--- src/rtl/i2s_dac_tx_if.sv ---
// rtl/i2s_dac_tx_if.sv - sample-pair handshake between upstream source and the I2S transmitter
interface i2s_dac_tx_if #(
    parameter int DATA_W = 24
);
    logic [DATA_W-1:0] data_l;
    logic [DATA_W-1:0] data_r;
    logic              sample_valid;
    logic              sample_rdy;
    logic              sample_req;

    modport master (
        output data_l,
        output data_r,
        output sample_valid,
        input  sample_rdy,
        input  sample_req
    );

    modport slave (
        input  data_l,
        input  data_r,
        input  sample_valid,
        output sample_rdy,
        output sample_req
    );
endinterface

--- src/rtl/i2s_dac_tx.sv ---
// rtl/i2s_dac_tx.sv - I2S / left-justified stereo DAC serializer with frame-paced sample handshake
module i2s_dac_tx #(
    parameter int DATA_W    = 24,
    parameter int SLOT_W    = 32,
    parameter int SCLK_HALF = 2,
    parameter int MCLK_HALF = 1
) (
    input  logic         clk,
    input  logic         rst,
    input  logic         fmt,
    input  logic         mute,
    input  logic         underrun_clr,
    output logic         underrun,
    output logic         mclk_dac,
    output logic         sclk_dac,
    output logic         lrck_dac,
    output logic         sdata_dac,
    i2s_dac_tx_if.slave  smp
);
    localparam int DIV_W = (SCLK_HALF > 1) ? $clog2(SCLK_HALF) : 1;
    localparam int MCK_W = (MCLK_HALF > 1) ? $clog2(MCLK_HALF) : 1;
    localparam int BC_W  = $clog2(2 * SLOT_W);

    localparam logic [DIV_W-1:0] DIV_LAST = DIV_W'(SCLK_HALF - 1);
    localparam logic [MCK_W-1:0] MCK_LAST = MCK_W'(MCLK_HALF - 1);
    localparam logic [BC_W-1:0]  BC_LAST  = BC_W'(2 * SLOT_W - 1);
    localparam logic [BC_W-1:0]  SLOT_V   = BC_W'(SLOT_W);

    logic [MCK_W-1:0]  mclk_cnt;
    logic [DIV_W-1:0]  div_cnt;
    logic [BC_W-1:0]   bit_cnt;
    logic [DATA_W-1:0] shift_l;
    logic [DATA_W-1:0] shift_r;
    logic [DATA_W-1:0] hold_l;
    logic [DATA_W-1:0] hold_r;
    logic              fresh;
    logic              fmt_q;
    logic              prev_bit;

    logic              shift_ev;
    logic              frame_start;
    logic              capture;
    logic [BC_W-1:0]   nxt_bit_cnt;
    logic [DATA_W-1:0] nxt_l;
    logic [DATA_W-1:0] nxt_r;
    logic [DATA_W-1:0] word;
    logic [BC_W-1:0]   slot_k;
    logic              nxt_fmt;
    logic              in_right;
    logic              lj_bit;
    logic              sdata_nxt;

    assign shift_ev    = sclk_dac && (div_cnt == DIV_LAST);
    assign frame_start = shift_ev && (bit_cnt == BC_LAST);
    assign capture     = smp.sample_valid && smp.sample_rdy;

    // Everything below is evaluated for the bit position about to be driven,
    // so the frame-start load is visible to the very first bit of the frame.
    always_comb begin
        nxt_bit_cnt = frame_start ? '0 : bit_cnt + 1'b1;
        nxt_l       = shift_l;
        nxt_r       = shift_r;
        if (frame_start) begin
            nxt_l = mute ? '0 : hold_l;
            nxt_r = mute ? '0 : hold_r;
        end
        nxt_fmt  = frame_start ? fmt : fmt_q;
        in_right = (nxt_bit_cnt >= SLOT_V);
        slot_k   = in_right ? (nxt_bit_cnt - SLOT_V) : nxt_bit_cnt;
        word     = in_right ? nxt_r : nxt_l;
        lj_bit   = 1'b0;
        for (int i = 0; i < DATA_W; i++) begin
            if (slot_k == BC_W'(DATA_W - 1 - i)) begin
                lj_bit = word[i];
            end
        end
        // I2S is the left-justified stream delayed by one sclk, spilling across frames.
        sdata_nxt = nxt_fmt ? lj_bit : prev_bit;
    end

    always_ff @(posedge clk or negedge rst) begin
        if (!rst) begin
            mclk_cnt <= '0;
            mclk_dac <= 1'b0;
        end else if (mclk_cnt == MCK_LAST) begin
            mclk_cnt <= '0;
            mclk_dac <= ~mclk_dac;
        end else begin
            mclk_cnt <= mclk_cnt + 1'b1;
        end
    end

    always_ff @(posedge clk or negedge rst) begin
        if (!rst) begin
            div_cnt  <= '0;
            sclk_dac <= 1'b0;
        end else if (div_cnt == DIV_LAST) begin
            div_cnt  <= '0;
            sclk_dac <= ~sclk_dac;
        end else begin
            div_cnt <= div_cnt + 1'b1;
        end
    end

    always_ff @(posedge clk or negedge rst) begin
        if (!rst) begin
            bit_cnt   <= '0;
            lrck_dac  <= 1'b0;
            sdata_dac <= 1'b0;
            prev_bit  <= 1'b0;
            shift_l   <= '0;
            shift_r   <= '0;
            fmt_q     <= 1'b0;
        end else if (shift_ev) begin
            bit_cnt   <= nxt_bit_cnt;
            lrck_dac  <= in_right;
            sdata_dac <= sdata_nxt;
            prev_bit  <= lj_bit;
            shift_l   <= nxt_l;
            shift_r   <= nxt_r;
            fmt_q     <= nxt_fmt;
        end
    end

    // A pair captured on the frame-start cycle is on time for the next frame,
    // so it suppresses the underrun even though the old pair is what gets loaded.
    always_ff @(posedge clk or negedge rst) begin
        if (!rst) begin
            smp.sample_req <= 1'b0;
            smp.sample_rdy <= 1'b0;
            hold_l         <= '0;
            hold_r         <= '0;
            fresh          <= 1'b1;
            underrun       <= 1'b0;
        end else begin
            smp.sample_req <= frame_start;
            if (frame_start) begin
                smp.sample_rdy <= 1'b1;
            end else if (capture) begin
                smp.sample_rdy <= 1'b0;
            end
            if (capture) begin
                hold_l <= smp.data_l;
                hold_r <= smp.data_r;
                fresh  <= 1'b1;
            end else if (frame_start) begin
                fresh <= 1'b0;
            end
            if (frame_start && !fresh && !capture) begin
                underrun <= 1'b1;
            end else if (underrun_clr) begin
                underrun <= 1'b0;
            end
        end
    end
endmodule

--- src/flat_wrapper.sv ---
// flat-port wrapper written by rule: the top's interface ports become plain ports
module i2s_dac_tx_flat 
#(
    parameter int DATA_W    = 24,
    parameter int SLOT_W    = 32,
    parameter int SCLK_HALF = 2,
    parameter int MCLK_HALF = 1
)
  (clk, rst, fmt, mute, underrun_clr, underrun, mclk_dac, sclk_dac, lrck_dac, sdata_dac, smp_data_l, smp_data_r, smp_sample_valid, smp_sample_rdy, smp_sample_req);
  i2s_dac_tx_if #(.DATA_W(DATA_W)) smp_i ();
  input  logic clk;
  input  logic rst;
  input  logic fmt;
  input  logic mute;
  input  logic underrun_clr;
  output logic underrun;
  output logic mclk_dac;
  output logic sclk_dac;
  output logic lrck_dac;
  output logic sdata_dac;
  input wire logic [$bits(smp_i.data_l)-1:0] smp_data_l;
  input wire logic [$bits(smp_i.data_r)-1:0] smp_data_r;
  input wire logic [$bits(smp_i.sample_valid)-1:0] smp_sample_valid;
  output wire logic [$bits(smp_i.sample_rdy)-1:0] smp_sample_rdy;
  output wire logic [$bits(smp_i.sample_req)-1:0] smp_sample_req;
  assign smp_i.data_l = smp_data_l;
  assign smp_i.data_r = smp_data_r;
  assign smp_i.sample_valid = smp_sample_valid;
  assign smp_sample_rdy = smp_i.sample_rdy;
  assign smp_sample_req = smp_i.sample_req;
  i2s_dac_tx #(.DATA_W(DATA_W), .SLOT_W(SLOT_W), .SCLK_HALF(SCLK_HALF), .MCLK_HALF(MCLK_HALF)) u_core (.clk(clk), .rst(rst), .fmt(fmt), .mute(mute), .underrun_clr(underrun_clr), .underrun(underrun), .mclk_dac(mclk_dac), .sclk_dac(sclk_dac), .lrck_dac(lrck_dac), .sdata_dac(sdata_dac), .smp(smp_i));
endmodule
--- config.mk ---
export PLATFORM = sky130hd
export DESIGN_NAME = i2s_dac_tx_flat
export DESIGN_NICKNAME = d
export VERILOG_FILES = /design/src/rtl/i2s_dac_tx_if.sv /design/src/rtl/i2s_dac_tx.sv /design/src/flat_wrapper.sv
export SDC_FILE = /design/constraint.sdc
export NUM_CORES = 1
export LEC_CHECK = 0
export CAP_MARGIN = 15
export CORE_MARGIN = 3
export CORE_UTILIZATION = 57
export DETAILED_ROUTE_END_ITERATION = 8
export GPL_ROUTABILITY_DRIVEN = 0
export MAX_ROUTING_LAYER = met4
export PLACE_DENSITY = 0.87
export SLEW_MARGIN = 20
export SYNTH_ARGS = -nofsm -noshare
export SYNTH_HDL_FRONTEND = slang
export SYNTH_SLANG_ARGS = --single-unit
--- constraint.sdc ---
create_clock -name clk -period 4.65 [get_ports clk]
set_input_delay 0.93 -clock clk [delete_from_list [all_inputs] [get_ports clk]]
set_output_delay 0.93 -clock clk [all_outputs]
set_load 0.01 [all_outputs]
==> results of run 1 <==
[cells by family after synthesis]
kind of cell | count (synthesis) | synth area share, %
flip-flops | 113 | 51.9
multiplexers | 57 | 11.7
AO/OA/AOI/OAI | 97 | 11.8
AND/OR/NAND/NOR | 194 | 18.5
XOR/XNOR | 5 | 0.804
buffers and inverters | 50 | 4.14
adder cells (fa/ha/maj) | 5 | 1.15
[power by group]
| part | internal [mW] | switching, mW | leakage, nW | total, mW |
|---|---|---|---|---|
| Clock | 0.833 | 0.456 | 0.290 | 1.29 |
| Combinational | 0.0823 | 0.0485 | 1.28 | 0.131 |
| Sequential | 1.03 | 0.0318 | 1.26 | 1.07 |
[flip-flops by register name (all words and copies together) (netlist names), 6 cells and up]
signal / flops
u_core.shift_r: 24
u_core.hold_r: 24
u_core.bit_cnt: 6
u_core.shift_l: 24
u_core.hold_l: 24
[metal layers]
| layer | track usage [%] | share of wire, % | vias to the layer above |
|---|---|---|---|
| li1 | - | - | 1941 |
| met1 | 31.7 | 42 | 2068 |
| met2 | 39.6 | 49 | 180 |
| met3 | 7.17 | 7.0 | 35 |
| met4 | 9.02 | 2.1 | 0 |
| met5 | - | 0 | - |
[area by class of cell]
cell class	count	area, um2	area share, %
flip-flops and latches	113	2830	42.3
repair buffers	65	636	9.51
well taps	129	161	2.42
clock buffers	20	435	6.52
clock inverters	12	156	2.34
inverters	17	65.1	0.974
multi-input cells	358	2400	35.9
[Yosys cell counts (all sizes together), types with 2 or more instances]
cell type,count,area share (%)
a211oi,5,0.78
a21o,4,0.55
a21oi,16,1.5
a22o,3,0.48
a311oi,2,0.32
a31o,2,0.32
a31oi,8,0.92
a41oi,2,0.32
and2,7,0.80
buf,20,2.0
clkbuf,13,0.90
dfrtp,112,51
ha,5,1.1
inv,16,1.1
mux2,52,11
mux2i,5,0.92
nand2,94,6.5
nand2b,12,1.4
nand3,18,1.7
nand3b,31,4.3
nand4,3,0.46
nor2,8,0.60
nor2b,3,0.34
nor3,6,0.76
nor4,5,0.69
o2111ai,2,0.32
o211ai,6,0.92
o21ai,31,2.8
o22ai,2,0.23
o311a,2,0.37
o31ai,2,0.28
or3,3,0.34
xnor2,4,0.64
[how the worst max path moves through the flow]
stage	to	start	cells after the start
floorplan	u_core.sdata_dac	mute	8
global placement	u_core.sdata_dac	mute	9
detailed placement	u_core.prev_bit	mute	9
CTS	u_core.sdata_dac	u_core.bit_cnt[1]	10
global route	u_core.sdata_dac	u_core.bit_cnt[1]	10
finish	u_core.sdata_dac	u_core.bit_cnt[1]	10
[worst max-delay path, cell delays in order, from the launching register on]
cell and delay, ps:
dfrtp_1 490, ha_1 490, nand3_2 370, o211ai_2 340, and2_1 650, a311oi_1 240, a2111oi_0 430, o21ai_0 140
o211ai_1 170, a311o_1 210, a31oi_1 90
==> results by group, run 1 <==
Run status
  • Status: finished, final reports clean

Pwr
  • Power, Total: 2.49 mW
  • Peak supply drop: roughly 0.25 mV
  • Lkg Pwr: 2.83 nW
  • Pwr dens: 372 mW/mm2

Worst setup path
  • CP required: 5030 ps
  • Critical R2R Launch: u_core.bit_cnt[1]
  • Reg-to-reg slack, setup: 920 ps
  • Critical Path Start Type: flip-flop
  • Arrival time at the worst endpoint: 4120 ps
  • Reg2Reg Capture Point: u_core.sdata_dac
  • Critical path endpoint category: flip-flop
  • Crit Path Class: reg -> reg
  • CP max FO: 19
  • R2R cell count: 10

Place
  • Dpl cells: 682
  • Post-placement setup slack: 979 ps
  • Port bufs: 60
  • Post-DP HPWL: roughly 8.2 mm
  • Placed Area: 0.00609 mm2

STA
  • Max Clk Rate: between 0.2 and 0.3 GHz
  • Setup violators final: 0
  • Final Cycle Share: 80.3%
  • Tmin final: 3730 ps
  • Setup Skew: 13.6 ps
  • Max-slew violation count: 0
  • RSZ-0062 raised after global routing: no
  • Hold Vio Cnt, Final: 0
  • Worst slew pin tran: 880 ps
  • Hold_ws: about 320 ps
  • Fin Setup TNS: 0 ps
  • Slew headroom: 41.1%
  • Final worst slack: 918 ps

Layout
  • Fillers: 668
  • Commonest cells after routing, fill and taps aside: 112 x dfrtp_1, 93 x nand2_1, 59 x clkdlybuf4s50_1, 51 x mux2_2, 30 x nand3b_1
  • Synth-to-layout area growth: 22.7%
  • Fin nets: between 600 and 700
  • Most common cell after layout, fill and taps aside: dfrtp_1
  • Fin cells: 714
  • Design area: 0.00668 mm2
  • Layout cells sized above 1: 17.4%
  • ANT cells: 0
  • Finished Core Util: 72.0%

Global routing
  • GRT overflow: 0
  • Vias in the first global route: 4331
  • Largest net degree at the start of global routing: 56
  • Total GRT Usage: 25.3%
  • First-pass GRT wire length: 21.3 mm
  • Antenna violations before repair: 0

Clocking
  • CTS tree: yes
  • Clk root buf: clkbuf_8
  • H-tree depth: 4
  • Deepest clock path buffer count: 2
  • Num CTS Buffers: 17
  • Reg clk slew, reported paths: ~60 ps
  • Worst skew pair latency: 520 ps
  • CTS sink count: 113
  • Postcts setup bufs: 0
  • Post-CTS Hold Buffers: 0
  • Post-cts gate resize count: 0

Logic synthesis
  • Syn_nets: 580
  • Warnings from Yosys: 0
  • Number of synthesized flops with an enable pin: 0
  • Post-synth ARST share: between 90% and 100%
  • Seq/Total Area, Yosys: 51.9%
  • Post-synthesis cell type count: 64
  • Ys flop type: dfrtp_1
  • Synth Area per Inst: 10.5 um2
  • Synthesized cell area: 0.00545 mm2
  • FF+latch count, synth: 113
  • Cells after synthesis: 521

Die
  • Die height: 104 um
  • Die Wd: approximately 100 um
  • Die area: 0.0108 mm2
  • Core area: 0.00928 mm2
  • Top Ports: 61
  • Initial Utilization: 58.7%
  • # rows: 35

Route
  • Vias: 4224
  • Residual DRC: 0
  • DR vias/cell: between 5 and 6
  • First-pass DRT Iterations: 5
  • WL/cell: 17.7 um
  • Final WL: around 13 mm
  • Initial drt markers: 381
  • Final antenna-violating net count: 0

Run
  • MaxCap Viol Count: 0

Hold path
  • Worst hold path type: in -> async
Power figures use the tool's default switching activity.
==> inputs of run 2 (changes only) <==
--- a/config.mk
+++ b/config.mk
@@ -7,11 +7,11 @@
 export LEC_CHECK = 0
 export CAP_MARGIN = 15
 export CORE_MARGIN = 3
-export CORE_UTILIZATION = 57
+export CORE_UTILIZATION = 51
 export DETAILED_ROUTE_END_ITERATION = 8
 export GPL_ROUTABILITY_DRIVEN = 0
 export MAX_ROUTING_LAYER = met4
-export PLACE_DENSITY = 0.87
+export PLACE_DENSITY = 0.82
 export SLEW_MARGIN = 20
 export SYNTH_ARGS = -nofsm -noshare
 export SYNTH_HDL_FRONTEND = slang
==> constraint.sdc (replaced) <==
create_clock -name clk -period 3.1 [get_ports clk]
set_input_delay 0.62 -clock clk [delete_from_list [all_inputs] [get_ports clk]]
set_output_delay 0.62 -clock clk [all_outputs]
set_load 0.01 [all_outputs]
==> results by group, run 2 (synthesis gave the netlist of run 1 again) <==
Route
  • First-pass DRT Iterations: 5
  • Vias: roughly 4300
  • Final WL: 12.2 mm
  • WL/cell: 16.6 um
  • Initial drt markers: 391
  • DR vias/cell: 5.82
  • Final antenna-violating net count: 0
  • Residual DRC: 0

Pwr
  • Pwr dens: 533 mW/mm2
  • Sequential group share of total power: 44.0%
  • Pint: 2.90 mW
  • Peak supply drop: ~0.33 mV
  • Sw Ratio: 20.3%
  • Power, Total: roughly 3.6 mW
  • Comb pwr share: 5.4%
  • Lkg Pwr: between 2 and 3 nW
  • Clk network pwr share: about 51%
  • NetSw: 0.738 mW

Worst setup path
  • CP most frequent cell: a31oi_1
  • CP required: 3480 ps
  • Reg2Reg Capture Point: u_core.sdata_dac
  • Crit-path slowest cell: dfrtp_1
  • Crit Path Class: reg -> reg
  • Arrival time at the worst endpoint: between 3000 and 4000 ps
  • CP Cell Sequence: ha_1 -> buf_4 -> and3_1 -> xnor2_1 -> nand2_1 -> or3_1 -> a31oi_1 -> nor3_1 -> a31oi_1 -> a311o_1 -> a31oi_1
  • Critical path endpoint category: flip-flop
  • R2R cell count: 11
  • Worst stage delay on the critical path: 450 ps
  • Reg-to-reg slack, setup: 170 ps
  • CP Buf/Inv Count: 1
  • CP max FO: 12
  • Critical R2R Launch: u_core.bit_cnt[0]
  • Critical Path Start Type: flip-flop
  • Largest delay share family, worst path: simple AND/OR/NAND/NOR gates

Layout
  • ANT cells: 0
  • Synth-to-layout area growth: 25.3%
  • Most common cell after layout, fill and taps aside: dfrtp_1
  • Fillers: 802
  • Commonest cells after routing, fill and taps aside: 111 x dfrtp_1, 93 x nand2_1, 59 x clkdlybuf4s50_1, 51 x mux2_2, 30 x nand3b_1
  • Fin nets: 646
  • Layout cells sized above 1: 19.3%
  • Area of the multi-input gates: 0.00241 mm2
  • Finished Core Util: 65.8%
  • Sequential Area: 0.00283 mm2

Clocking
  • CTS tree: yes
  • Postcts setup bufs: 0
  • Deepest clock path buffer count: 2
  • Worst skew pair latency: 520 ps
  • H-tree depth: 4
  • Reg clk slew, reported paths: 50 ps
  • CTS sink count: 113
  • Clk root buf: clkbuf_8
  • Num CTS Buffers: 17

STA
  • Slew headroom: 61.7%
  • Tmin final: between 2000 and 3000 ps
  • Setup Skew: 11.9 ps
  • Max Clk Rate: 0.341 GHz
  • Final Cycle Share: 94.5%
  • Max-slew violation count: 0
  • Setup violators final: 0
  • Hold Vio Cnt, Final: 0
  • Final worst slack: 172 ps
  • Worst slew pin tran: approximately 570 ps
  • Fin Setup TNS: 0 ps
  • Hold_ws: 93.1 ps

Die
  • Die height: around 110 um
  • Die area: 0.0120 mm2
  • Initial Utilization: 52.5%
  • # rows: 37
  • Top Ports: 61
  • Die Wd: between 100 and 150 um
  • Core area: 0.0104 mm2

Place
  • Post-placement setup slack: 137 ps
  • Post-DP HPWL: 8.42 mm
  • Port bufs: 60

Global routing
  • GRT overflow: 0
  • Largest net degree at the start of global routing: 51
  • First-pass GRT wire length: 20.1 mm
  • Vias in the first global route: 4190
  • Antenna violations before repair: 0
  • Total GRT Usage: between 20% and 30%

Run status
  • Status: finished, final reports clean

Run
  • MaxCap Viol Count: 0

Hold path
  • Worst hold path type: in -> async
## run 2: worst max path at each step
| stage | cells after the start | endpoint | from |
|---|---|---|---|
| 2_1_floorplan | 10 | u_core.sdata_dac | u_core.bit_cnt[0] |
| 3_3_place_gp | 10 | u_core.sdata_dac | mute |
| 3_5_place_dp | 10 | u_core.sdata_dac | mute |
| 4_1_cts | 10 | u_core.sdata_dac | u_core.bit_cnt[2] |
| 5_1_grt | 10 | u_core.sdata_dac | u_core.bit_cnt[0] |
| 6_report | 11 | u_core.sdata_dac | u_core.bit_cnt[0] |
## run 2: metal layers
layer | vias to the layer above | track usage [%] | part of all wire, %
met2 | 165 | 34.7 | 49
met4 | 0 | 7.75 | 1.5
met3 | 22 | 5.17 | 6.7
met5 | - | - | 0
met1 | 2115 | 29.2 | 43
li1 | 1982 | - | -
## run 2: worst reg2reg max path, delay by kind of cell, from the launching register on
kind	cells	cell delay, ps
DFF	1	450
buffers and inverters	1	170
adders and majority gates	1	250
and+or+nand+nor	4	930
AOI/OAI and AO/OA	4	770
xor gates and xnor gates	1	220
## run 2: final cells by class
cell class | instances | area share (%)
clock buffers | 26 | 7.15
clock inverters | 6 | 1.21
inverters | 17 | 0.953
multi-input cells | 359 | 35.3
flip-flops and latches | 113 | 41.5
well taps | 136 | 2.49
repair buffers | 79 | 11.5
## run 2: timing repair
item                                    CTS  global route
hold buffers                              0             0
gates resized for setup                   0             3
endpoints found under the setup margin    0             2
## run 2: through the flow
| step | std cells | area [um2] |
|---|---|---|
| 6_report | 736 | 6830 |
| 5_1_grt | 736 | 6830 |
| 4_1_cts | 735 | 6810 |
| 3_5_place_dp | 703 | 6240 |
| 3_3_place_gp | 703 | 6240 |
| 2_1_floorplan | 521 | 5450 |
## run 2: power groups by stage
stage	clock network (mW)	logic (mW)	registers [mW]
3_3_place_gp	0	0.194	1.62
5_1_grt	1.94	0.217	1.61
3_5_place_dp	0	0.200	1.62
6_report	1.84	0.196	1.60
2_1_floorplan	0	0.0835	1.60
4_1_cts	1.88	0.201	1.60
